[src/rtl/frame_shift_ctrl_pkg.sv]
// -----------------------------------------------------------------------------
// frame_shift_ctrl_pkg
// Shared definitions for the frame shift controller and its delay line:
//   - state_e        : controller state encoding (IDLE, FILL, DRAIN)
//   - DEFAULT_*      : default frame length (words) and word width (bits)
//   - occ_width()    : number of bits needed to count 0..depth words
// -----------------------------------------------------------------------------
package frame_shift_ctrl_pkg;

  // Controller states. IDLE waits for enable, FILL accepts a frame,
  // DRAIN hands the frame downstream in arrival order.
  typedef enum logic [1:0] {
    ST_IDLE  = 2'd0,
    ST_FILL  = 2'd1,
    ST_DRAIN = 2'd2
  } state_e;

  localparam int unsigned DEFAULT_REGISTER_COUNT = 32'd21;
  localparam int unsigned DEFAULT_WIDTH          = 32'd8;

  // Width of a counter that must represent every value from 0 to depth
  // inclusive (a full line is a legal occupancy).
  function automatic int unsigned occ_width(input int unsigned depth);
    return $clog2(depth + 32'd1);
  endfunction

endpackage

[src/rtl/frame_shift_ctrl_word_delay_line.sv]
// -----------------------------------------------------------------------------
// word_delay_line
// Fixed-depth shift register of words. On shift, word_in enters stage 0 and
// every stage moves one place towards the tail; word_out is the tail stage,
// i.e. the oldest word in the line.
//
// Ports:
//   clk      in   rising-edge clock
//   reset    in   synchronous active-high reset, zeroes every stage
//   clear    in   synchronous clear, zeroes every stage
//   shift    in   advance the line by one stage
//   word_in  in   WIDTH  word entering the head
//   word_out out  WIDTH  oldest stage (tail)
// -----------------------------------------------------------------------------
module word_delay_line
  import frame_shift_ctrl_pkg::*;
#(
  parameter int unsigned DEPTH = DEFAULT_REGISTER_COUNT,
  parameter int unsigned WIDTH = DEFAULT_WIDTH
) (
  input  logic             clk,
  input  logic             reset,
  input  logic             clear,
  input  logic             shift,
  input  logic [WIDTH-1:0] word_in,
  output logic [WIDTH-1:0] word_out
);

  logic [WIDTH-1:0] stage_q [DEPTH];

  // Stage registers: reset and clear both wipe the whole line so that no
  // stale word can ever surface in a later frame.
  always_ff @(posedge clk) begin
    if (reset || clear) begin
      for (int unsigned i = 0; i < DEPTH; i++) begin
        stage_q[i] <= '0;
      end
    end else if (shift) begin
      stage_q[0] <= word_in;
      for (int unsigned i = 1; i < DEPTH; i++) begin
        stage_q[i] <= stage_q[i-1];
      end
    end
  end

  assign word_out = stage_q[DEPTH-1];

endmodule

[src/rtl/frame_shift_ctrl.sv]
// -----------------------------------------------------------------------------
// frame_shift_ctrl
// Collects a frame of REGISTER_COUNT words into a delay line, then drains the
// frame downstream in the same order, pulsing frame_done after the last word
// has been accepted. A full frame always occupies the whole line, so the tail
// of the line is the oldest word throughout the drain.
//
// Ports:
//   clk         in   rising-edge clock
//   reset       in   synchronous active-high reset (priority over flush)
//   enable      in   permits IDLE->FILL and the back-to-back next frame
//   flush       in   synchronous abort: clears state, count and line
//   in_valid    in   input word valid
//   in_data     in   WIDTH input word
//   in_ready    out  block accepts input (FILL and no flush)
//   out_valid   out  output word valid (DRAIN and no flush)
//   out_data    out  WIDTH oldest stored word, zero when out_valid=0
//   out_ready   in   downstream accepts output
//   busy        out  state is not IDLE
//   frame_done  out  one-cycle pulse after the last word of a frame drains
//   occupancy   out  words currently held
// -----------------------------------------------------------------------------
module frame_shift_ctrl
  import frame_shift_ctrl_pkg::*;
#(
  parameter int unsigned REGISTER_COUNT = DEFAULT_REGISTER_COUNT,
  parameter int unsigned WIDTH          = DEFAULT_WIDTH
) (
  input  logic                                clk,
  input  logic                                reset,
  input  logic                                enable,
  input  logic                                flush,
  input  logic                                in_valid,
  input  logic [WIDTH-1:0]                    in_data,
  output logic                                in_ready,
  output logic                                out_valid,
  output logic [WIDTH-1:0]                    out_data,
  input  logic                                out_ready,
  output logic                                busy,
  output logic                                frame_done,
  output logic [occ_width(REGISTER_COUNT)-1:0] occupancy
);

  localparam int unsigned OCC_W = occ_width(REGISTER_COUNT);

  // Occupancy values the controller reacts to.
  localparam logic [OCC_W-1:0] OCC_ONE       = OCC_W'(1);
  localparam logic [OCC_W-1:0] OCC_LAST_FILL = OCC_W'(REGISTER_COUNT - 32'd1);

  state_e           state_q;
  state_e           state_d;
  logic [OCC_W-1:0] occ_q;
  logic [OCC_W-1:0] occ_d;
  logic             frame_done_q;
  logic             frame_done_d;

  logic             in_ready_s;
  logic             out_valid_s;
  logic             accept_in_s;
  logic             accept_out_s;
  logic             shift_s;
  logic [WIDTH-1:0] line_in_s;
  logic [WIDTH-1:0] line_out_s;

  // Handshake qualifiers. flush masks both directions combinationally so
  // that nothing is counted or shifted in the cycle being aborted.
  assign in_ready_s   = (state_q == ST_FILL)  && !flush;
  assign out_valid_s  = (state_q == ST_DRAIN) && !flush;
  assign accept_in_s  = in_valid  && in_ready_s;
  assign accept_out_s = out_valid_s && out_ready;

  // Delay-line drive: every accepted handshake advances the line; during the
  // drain zeros are pushed in behind the departing frame.
  assign shift_s   = accept_in_s || accept_out_s;
  assign line_in_s = (state_q == ST_FILL) ? in_data : {WIDTH{1'b0}};

  word_delay_line #(
    .DEPTH (REGISTER_COUNT),
    .WIDTH (WIDTH)
  ) u_line (
    .clk      (clk),
    .reset    (reset),
    .clear    (flush),
    .shift    (shift_s),
    .word_in  (line_in_s),
    .word_out (line_out_s)
  );

  // Next-state, occupancy and frame-end decode.
  always_comb begin
    state_d      = state_q;
    occ_d        = occ_q;
    frame_done_d = 1'b0;
    if (flush) begin
      state_d = ST_IDLE;
      occ_d   = '0;
    end else begin
      case (state_q)
        ST_IDLE: begin
          if (enable) begin
            state_d = ST_FILL;
          end else begin
            state_d = ST_IDLE;
          end
        end
        ST_FILL: begin
          if (accept_in_s) begin
            // The accept that completes the frame moves straight to DRAIN,
            // so the first word is offered on the very next cycle.
            if (occ_q >= OCC_LAST_FILL) begin
              occ_d   = OCC_W'(REGISTER_COUNT);
              state_d = ST_DRAIN;
            end else begin
              occ_d   = occ_q + OCC_ONE;
              state_d = ST_FILL;
            end
          end else begin
            state_d = ST_FILL;
          end
        end
        ST_DRAIN: begin
          if (accept_out_s) begin
            // enable is consulted here, at the frame boundary, and nowhere
            // else mid-frame.
            if (occ_q <= OCC_ONE) begin
              occ_d        = '0;
              frame_done_d = 1'b1;
              if (enable) begin
                state_d = ST_FILL;
              end else begin
                state_d = ST_IDLE;
              end
            end else begin
              occ_d   = occ_q - OCC_ONE;
              state_d = ST_DRAIN;
            end
          end else begin
            state_d = ST_DRAIN;
          end
        end
        default: begin
          state_d = ST_IDLE;
          occ_d   = '0;
        end
      endcase
    end
  end

  // Controller state register; reset discards any frame in progress
  // without a frame_done pulse.
  always_ff @(posedge clk) begin
    if (reset) begin
      state_q      <= ST_IDLE;
      occ_q        <= '0;
      frame_done_q <= 1'b0;
    end else begin
      state_q      <= state_d;
      occ_q        <= occ_d;
      frame_done_q <= frame_done_d;
    end
  end

  assign in_ready   = in_ready_s;
  assign out_valid  = out_valid_s;
  assign out_data   = out_valid_s ? line_out_s : {WIDTH{1'b0}};
  assign busy       = (state_q != ST_IDLE);
  assign frame_done = frame_done_q;
  assign occupancy  = occ_q;

endmodule

[config.mk]
export PLATFORM = sky130hd
export DESIGN_NAME = frame_shift_ctrl
export DESIGN_NICKNAME = d
export VERILOG_FILES = /design/src/rtl/frame_shift_ctrl_pkg.sv /design/src/rtl/frame_shift_ctrl_word_delay_line.sv /design/src/rtl/frame_shift_ctrl.sv
export SDC_FILE = /design/constraint.sdc
export NUM_CORES = 1
export LEC_CHECK = 0
export BUFFER_PORTS_ARGS = -buffer_cell sky130_fd_sc_hd__buf_2
export CORE_MARGIN = 1.5
export CORE_UTILIZATION = 57
export DETAILED_ROUTE_END_ITERATION = 16
export PLACE_DENSITY_LB_ADDON = 0.05
export SLEW_MARGIN = 20
export SYNTH_ARGS = -nofsm -noshare
export SYNTH_HDL_FRONTEND = slang
export SYNTH_HIERARCHICAL = 1
export SYNTH_SLANG_ARGS = --single-unit
export TNS_END_PERCENT = 100
[constraint.sdc]
create_clock -name clk -period 10.3 [get_ports clk]
set_clock_uncertainty 0.05 [all_clocks]
set_input_delay 2.06 -clock clk [delete_from_list [all_inputs] [get_ports clk]]
set_output_delay 2.06 -clock clk [all_outputs]
set_load 0.01 [all_outputs]
======== Word level (Yosys, flattened, before mapping) ========
Memory sizes are Yosys's and may differ from the RTL's.
Index checks and enable logic that the tools add are counted.
word-level totals
  input port bits ......................... 14
  register bits ........................... 8
  RAM bits ................................ 168
  memories kept ........................... 1
  output and inout bits ................... 17
  word-level logic and storage cells ...... 88
memory list
  memory          words  bits a word  read ports  clocked after Yosys merged registers in  wr ports  line                                    source
  u_line.stage_q  21     8            21          0                                        21        frame_shift_ctrl_word_delay_line.sv:29  logic [WIDTH-1:0] stage_q [DEPTH];
operators by class
  order comparisons ....................... 2
  add/sub/neg operators ................... 2
  mux-type cells .......................... 40
  reductions and logical operators ........ 12
  eq/ne operators ......................... 4
  bitwise gates (word level) .............. 24
operators by type and width
  cell                                                       count
  2-to-1 mux 8 bit                                           23
  OR 1 bit                                                   21
  2-to-1 mux 5 bit                                           4
  case mux 5 bit (3 select lines)                            1
  2-to-1 mux 2 bit                                           4
  2-to-1 mux 1 bit                                           7
  case mux 2 bit (3 select lines)                            1
  adder 5 x 1 -> 5 bit (second input constant)               1
  greater-or-equal comparator 5 bit (second input constant)  1
  <= comparator 5 x 1 -> 1 bit (second input constant)       1
  subtractor 5 x 1 -> 5 bit (second input constant)          1
  logical AND 1 bit                                          4
  inequality test 2 bit (second input constant)              2
  OR reduction 4 bit                                         1
  NOT 1 bit                                                  3
  AND reduction 3 bit                                        1
  equality test 2 x 1 -> 1 bit (second input constant)       1
  equality test 2 bit (second input constant)                1
  logical NOT 2 bit                                          1
  logical OR 1 bit                                           2
  nonzero test 2 bit                                         1
  OR reduction 2 bit                                         1
  logical NOT 1 bit                                          1

======== Logic depth before layout (Yosys ltp) ========
Gate-level depths: netlist of the first run.
  depth after elaboration ................. 8
  depth in mapped cells ................... 8

======== Cells and area by module ========
Netlist of the first run, hierarchy kept.
by module, submodules not included
  module            seq. area each (sq um)  area an instance (sq um)  cells an instance  instances
  word_delay_line   5044.8                  7304.5                    397                1
  frame_shift_ctrl  160.2                   782.0                     96                 1

======== Worst setup path before layout of the first run ========
Ideal clock, no wire load.
  path type ............................... input to register
  start ................................... input flush
  end ..................................... memory u_line/stage_q[0][0] in the netlist's numbering, enable pin
  stages on the path ...................... 5
  data arrival time ....................... 6.230 ns
  data required time ...................... 9.713 ns
  setup slack ............................. 3.483 ns
  library setup time ...................... 0.537 ns
  path through ............................ buf_2 a21oi_1 buf_4 buf_8 or3_1
RTL lines
  element      line                                    source
  from (decl)  frame_shift_ctrl.sv:32                  input logic flush,
  to (decl)    frame_shift_ctrl_word_delay_line.sv:29

======== Worst setup path after layout of the first run ========
  start ................................... input flush
  end ..................................... output in_ready
between the ends
  word-level cells in the longest chain between the ends .. 2
ends and longest elaborated chain
  element            line                    source
  logical NOT 1 bit  frame_shift_ctrl.sv:67  assign in_ready_s = (state_q == ST_FILL) && !flush;
  logical AND 1 bit  frame_shift_ctrl.sv:67
  to (decl)          frame_shift_ctrl.sv:35  output logic in_ready,
Every way passes these cells.

==> results_dict.tcl, run 1 <==
set metrics [dict create \
    status "finished clean" \
    total_number_of_vias 4104 \
    final_max_slew_viols 0 \
    antenna_violating_nets_post_route 0 \
    largest_net_degree_at_the_start_of_global_routing 146 \
    setup_tns_ps 0 \
    synth.yosys.warnings 6 \
    cp_slowest_stage_delay_ps 720 \
    global_placer_s_final_weighted_congestion 0.785 \
    power_density_nw_per_um2 169 \
    synth_enable_flop_cells 168 \
    gr-total-overflow 0 \
    avgViaCountPerCell 6.10 \
    period_share_pct 56.4 \
    finish.utilization_pct 62.3 \
    leakage_nw 3.08 \
    worstHoldStart "u_line/stage_q[0][77]$_SDFFCE_PN0P_" \
    critical_path_class "in -> out" \
    clkLatencyLatePin_ps 410 \
    numClockSinks 176 \
    die_w_um 122 \
    synth.ff_latch_count 176 \
    postCtsSetupRepairBufs 0 \
    rrSetupSlack_ps 6240 \
    placement_rows 43 \
    drt_first_pass_iters 6 \
    final_net_count 502 \
    regToRegStartpoint "state_q[1]$_SDFF_PP0_" \
    mostFrequentLayoutCell "sky130_fd_sc_hd__edfxtp_1" \
    cell_depth_of_the_worst_hold_path 1 \
    crit_buf_inv 3 \
    initial_antenna_violation_count 0 \
    area_growth_pct 6.98 \
    num_antenna_cells 0 \
    detailed_place_hpwl_um 5350 \
    synth_async_sr_flop_share_pct 0 \
    critPathRequiredTime_ps 8190 \
    cts.root.buffer_cell "sky130_fd_sc_hd__clkbuf_16" \
    rsz0062_at_grt "false" \
    worst_hold_path.endpoint "u_line/stage_q[0][85]$_SDFFCE_PN0P_" \
    wire_per_inst_um 17.5 \
    start_kind "primary input" \
    yosysSeqAreaShare_pct 64.4 \
    floorplan.initialDensity_pct 58.3 \
    first_global_vias 3970 \
    type_of_the_most_critical_hold_path "reg -> reg" \
    ff_to_ff_end "u_line/stage_q[1][1]$_SDFFCE_PN0P_" \
    ios 31 \
    postSynthCellCount 493 \
    layout.cells.most_common_list "168 x sky130_fd_sc_hd__edfxtp_1, 69 x sky130_fd_sc_hd__and4bb_2, 51 x sky130_fd_sc_hd__nor4bb_1" \
    tritoncts "done" \
    layout-drive-gt1-share_pct 28.6 \
    routed_wirelength_um 11700 \
    max_cap_violations 0 \
    portBuffers 30 \
    first_pass_grt_wire_length_um 19500 \
    path_max_fanout 92 \
    critical-path-top-delay-family "buffers and inverters" \
    drcViolationCount 0 \
    vdd_ir_drop_max_mv 0.121 \
    drtIter0Drc 447 \
    hold_violations 0 \
    cells_along_the_critical_path "buf_4 -> buf_4 -> nor2_1 -> buf_2" \
    synth_top_flop_cell "sky130_fd_sc_hd__edfxtp_1" \
    cts.path.max_buffers 2 \
    post_cts_resized 0 \
    timing.critical_path.slowest_stage_cell "sky130_fd_sc_hd__buf_4" \
    htree_num_levels 4 \
    worst_ep_arrival_time_ps 3700 \
    setup_violation_total_in_the_final_timing_report 0 \
    core_region_area_sq_um 13900 \
    synth_cell_type_count 45 \
    numCtsBuffers 17 \
    worstSetupEndpointType "output port" \
    cp_common_cell "sky130_fd_sc_hd__buf_4" \
    rr_worst_depth 7 \
    fp.dieArea_sq_um 14900 \
    slew_at_the_pin_with_the_worst_max_slew_slack_ps 936 \
    maxSlewHeadroom_pct 37.6 \
    max_freq_mhz 172 \
    netlist_area_before_placement_sq_um 8090 \
    cts.clk_slew.worst_paths_ps 60 \
    postSynthAreaPerCell_sq_um 16.4 \
    synth_fp_nets 515 \
    die_y_um 122 \
    layout_min_cycle_time_ps 5810 \
    post_cts_hold_buffer_count 0 \
    grtUsageTotal_pct 16.6 \
]
-- final cells by class --
type                       count  area, sq um
inverter                       8         30.0
fill                        1048         5230
clock inverter                13         96.3
clock buffer                  19          433
timing repair buffer          34          193
sequential                   176         5200
tap                          180          225
multi-input combinational    243         2470
-- through the flow --
step / cell area (sq um) / std cells / hold WS, ps / worst slack (ps) / power (mW)
after detailed placement: 8120 / 641 / 537 / 4370 / 0.899
after global routing: 8650 / 673 / 580 / 4230 / 1.51
after CTS: 8650 / 673 / 553 / 4380 / 1.48
final: 8650 / 673 / 551 / 4490 / 1.46
after floorplan: 8090 / 493 / 520 / 3480 / 0.891
after global placement: 8110 / 641 / 530 / 4310 / 0.897
-- per-layer routing --
| layer | vias up | global-route usage [%] | part of all wire (%) |
|---|---|---|---|
| li1 | 1960 | - | - |
| met1 | 2078 | 23.5 | 49 |
| met2 | 52 | 25.2 | 47 |
| met3 | 14 | 3.65 | 2.7 |
| met4 | 0 | 6.76 | 1.5 |
| met5 | - | 0 | 0 |
-- logic make-up after synthesis --
kind of cell               share of synthesized area, %
DFF                                                64.4
and+or+nand+nor                                    26.4
buffers and inverters                              5.31
muxes                                             0.248
adders and majority gates                          1.24
AOI/OAI and AO/OA                                  2.20
xor gates and xnor gates                          0.217
-- cells in the mapped netlist, types with 2 or more instances --
cell	number	share of area [%]
sky130_fd_sc_hd__nor2b_1	3	0.23
sky130_fd_sc_hd__and4bb_1	17	2.6
sky130_fd_sc_hd__or3_1	2	0.15
sky130_fd_sc_hd__nand2_1	4	0.19
sky130_fd_sc_hd__o32ai_1	2	0.22
sky130_fd_sc_hd__inv_1	7	0.32
sky130_fd_sc_hd__a22o_1	3	0.32
sky130_fd_sc_hd__dfxtp_1	8	2.0
sky130_fd_sc_hd__xor2_1	2	0.22
sky130_fd_sc_hd__edfxtp_1	168	62
sky130_fd_sc_hd__o21bai_1	2	0.19
sky130_fd_sc_hd__nand2b_1	2	0.15
sky130_fd_sc_hd__nor4bb_1	51	6.3
sky130_fd_sc_hd__mux2i_1	2	0.25
sky130_fd_sc_hd__and2_1	16	1.2
sky130_fd_sc_hd__buf_2	25	1.5
sky130_fd_sc_hd__nor3_1	5	0.31
sky130_fd_sc_hd__nor3b_1	25	2.3
sky130_fd_sc_hd__clkbuf_1	17	0.79
sky130_fd_sc_hd__buf_6	6	0.84
sky130_fd_sc_hd__a21oi_1	3	0.19
sky130_fd_sc_hd__and4bb_2	69	11
sky130_fd_sc_hd__nor2_1	2	0.093
sky130_fd_sc_hd__buf_4	17	1.6
sky130_fd_sc_hd__ha_1	8	1.2
sky130_fd_sc_hd__nand3_1	2	0.12
sky130_fd_sc_hd__nor4bb_2	7	1.4
-- registers in the layout, summed over array words and instances, names as in the netlist --
signal / cells
state_q: 2
frame_done: 1
occupancy: 5
u_line/stage_q: 168
-- how the worst max path moves through the flow --
stage | startpoint | end | slack (ps) | depth (start not counted)
2_1_floorplan | flush | u_line/stage_q[0][0]$_SDFFCE_PN0P_ | 3480 | 5
4_1_cts | flush | in_ready | 4380 | 4
5_1_grt | flush | in_ready | 4230 | 4
6_report | flush | in_ready | 4490 | 4
3_3_place_gp | flush | u_line/stage_q[0][106]$_SDFFCE_PN0P_ | 4310 | 5
3_5_place_dp | flush | in_ready | 4370 | 4
-- power breakdown --
| group | switching, mW | internal [mW] |
|---|---|---|
| clock network | 0.251 | 0.328 |
| logic | 0.0398 | 0.0210 |
| registers | 0.00697 | 0.814 |
| total | 0.298 | 1.16 |
Note: power is estimated with default switching activity, not from simulation.
==> run 2, diff against run 1 <==
- ABC_AREA: default -> 1
- CORE_UTILIZATION: 57 -> 55
- clock period: 10.3 -> 5.2 ns (I/O delays scaled with it)
==> run 2 against run 1 <==
First-iteration DRC count decreased by 19%; global-route usage decreased by 0.86 points; register-to-register slack got worse by 4000 ps; combinational power increased by 35%; power increased by 90%; final cell count increased by 32%; highest routed layer unchanged.
==> results_dict.tcl, run 2 <==
set metrics [dict create \
    status "finished clean" \
    synthMostInstantiatedCell "sky130_fd_sc_hd__inv_1" \
    final_max_slew_viols 0 \
    drt_first_pass_iters 4 \
    synth.yosys.warnings 6 \
    largest_net_degree_at_the_start_of_global_routing 115 \
    global_placer_s_final_weighted_congestion 0.911 \
    worstSetupEndpointType "flop" \
    floorplan.initialDensity_pct 55.8 \
    maxSlewHeadroom_pct 43.9 \
    area_fraction_of_the_dominant_cell_type_after_synthesis_pct 68.8 \
    timing.critical_path.slowest_stage_cell "sky130_fd_sc_hd__nand2_8" \
    die_w_um 118 \
    cts.clk_slew.worst_paths_ps 60 \
    max_cap_violations 0 \
    period_share_pct 56.2 \
    mostFrequentLayoutCell "sky130_fd_sc_hd__inv_1" \
    avgViaCountPerCell 4.51 \
    rsz0062_at_grt "false" \
    synth.area.top_cells "sky130_fd_sc_hd__edfxtp_1 69%, sky130_fd_sc_hd__inv_1 10%, sky130_fd_sc_hd__nor2_1 9.4%, sky130_fd_sc_hd__nand2_1 2.3%, sky130_fd_sc_hd__dfxtp_1 2.2%" \
    finish.utilization_pct 61.3 \
    synth.ff_latch_count 176 \
    core_region_area_sq_um 13100 \
    layout_min_cycle_time_ps 2920 \
    synth_cell_type_count 27 \
    post_cts_resized 0 \
    start_kind "flop" \
    setup_tns_ps 0 \
    drtIter0Drc 360 \
    vdd_ir_drop_max_mv 0.216 \
    hold_violations 0 \
    first_pass_grt_wire_length_um 17400 \
    setup_violation_total_in_the_final_timing_report 0 \
    routed_wirelength_um 9880 \
    total_power_mw 2.78 \
    die_y_um 118 \
    worst_ep_arrival_time_ps 2970 \
    numClockSinks 176 \
    total_number_of_vias 4009 \
    layout-drive-gt1-share_pct 10.1 \
    path_max_fanout 114 \
    register_with_the_most_flip_flops "u_line/stage_q" \
    cells_along_the_critical_path "inv_1 -> ha_1 -> inv_2 -> nor2_4 -> nand2_2 -> o21ai_1 -> inv_1 -> nand2_8 -> buf_12" \
    detailed_place_hpwl_um 5850 \
    first_global_vias 3951 \
    max_freq_mhz 342 \
    numCtsBuffers 17 \
    num_antenna_cells 0 \
    antenna_violating_nets_post_route 0 \
    synth_enable_flop_cells 168 \
    tritoncts "done" \
    number_of_flip_flops_in_the_largest_register 168 \
    cp_slowest_stage_delay_ps 620 \
    htree_num_levels 4 \
    regToRegStartpoint "state_q[1]$_SDFF_PP0_" \
    power_density_nw_per_um2 345 \
    initial_antenna_violation_count 0 \
    drcViolationCount 0 \
    cts.root.buffer_cell "sky130_fd_sc_hd__clkbuf_16" \
    rr_worst_depth 9 \
    synth_async_sr_flop_share_pct 0 \
    grtUsageTotal_pct 15.8 \
    synth_fp_nets 698 \
    synth_area_leader_cell "sky130_fd_sc_hd__edfxtp_1" \
    placement_rows 42 \
    leakage_nw 3.28 \
    wire_per_inst_um 11.1 \
    critical_path_class "reg -> reg" \
    final_net_count 722 \
    portBuffers 30 \
    cell_depth_of_the_worst_hold_path 2 \
    netlist_area_before_placement_sq_um 7330 \
    critPathRequiredTime_ps 5240 \
    postSynthAreaPerCell_sq_um 10.8 \
    crit_path_from "state_q[1]$_SDFF_PP0_" \
    postSynthCellCount 676 \
    yosys-top-cells-count "196 x sky130_fd_sc_hd__inv_1, 184 x sky130_fd_sc_hd__nor2_1, 168 x sky130_fd_sc_hd__edfxtp_1, 44 x sky130_fd_sc_hd__nand2_1, 9 x sky130_fd_sc_hd__nand3_1" \
    synth_top_flop_cell "sky130_fd_sc_hd__edfxtp_1" \
    worstHoldStart "u_line/stage_q[0][122]$_SDFFCE_PN0P_" \
    layout.cells.most_common_list "196 x sky130_fd_sc_hd__inv_1, 184 x sky130_fd_sc_hd__nor2_1, 168 x sky130_fd_sc_hd__edfxtp_1" \
    fp.dieArea_sq_um 14000 \
    type_of_the_most_critical_hold_path "reg -> reg" \
    ios 31 \
    cp_common_cell "sky130_fd_sc_hd__inv_1" \
    post_cts_hold_buffer_count 0 \
    area_growth_pct 9.84 \
    slew_at_the_pin_with_the_worst_max_slew_slack_ps 841 \
    clkLatencyLatePin_ps 410 \
    postCtsSetupRepairBufs 0 \
    cts.path.max_buffers 2 \
    yosysSeqAreaShare_pct 71.0 \
    gr-total-overflow 0 \
]
## run 2: path summary, 6_finish.rpt
| kind | end | slack (ps) |
|---|---|---|
| worst min register to register | u_line/stage_q[1][2]$_SDFFCE_PN0P_ | 490 |
| worst min-delay path | u_line/stage_q[1][2]$_SDFFCE_PN0P_ | 490 |
| worst max register to register | u_line/stage_q[0][70]$_SDFFCE_PN0P_ | 2280 |
| worst max-delay path | u_line/stage_q[0][70]$_SDFFCE_PN0P_ | 2280 |
## run 2: layer usage
metal	vias up	GRT usage [%]	routed length, um
li1	2060	-	-
met1	1875	20.0	4620
met2	55	24.7	4680
met3	19	4.58	366
met4	0	8.43	214
met5	-	0	0
## run 2: report_power, final
| part | internal, mW | leakage, nW | switching, mW |
|---|---|---|---|
| registers | 1.61 | 1.94 | 0.0171 |
| clock network | 0.597 | 0.234 | 0.470 |
| logic | 0.0203 | 1.11 | 0.0618 |
## run 2: worst max-delay path, delay by kind of cell, from the launching register on
| kind | cells | cell delay, ps |
|---|---|---|
| AOI/OAI and AO/OA | 1 | 170 |
| buffers and inverters | 4 | 710 |
| adders and majority gates | 1 | 470 |
| DFF | 1 | 330 |
| and+or+nand+nor | 3 | 810 |
## run 2: cells by family (layout without fill, tap and decap cells)
kind of cell | count (synthesis) | in the layout | synth area share, %
xor+xnor | 2 | 2 | 0.239
compound gates | 11 | 11 | 0.853
buf+inv | 230 | 266 | 13.0
fa+ha+maj | 8 | 8 | 1.37
simple gates | 249 | 249 | 13.6
flops | 176 | 176 | 71.0
## run 2: stage by stage
step	hold WS (ps)	instance area (sq um)	setup slack, ps	std cells
detailed placement	480	7570	1860	857
global route	515	8060	1980	888
CTS	490	8060	2220	888
finish	485	8060	2280	888
floorplan	469	7340	1130	676
global placement	473	7570	1910	857
## run 2: area by class of cell
| cell class | count | area [sq um] |
|---|---|---|
| Clock inverter | 9 | 45.0 |
| Fill cell | 1120 | 5080 |
| Sequential cell | 176 | 5200 |
| Tap cell | 176 | 220 |
| Inverter | 202 | 758 |
| Multi-Input combinational cell | 270 | 1200 |
| Clock buffer | 22 | 444 |
| Timing Repair Buffer | 33 | 185 |
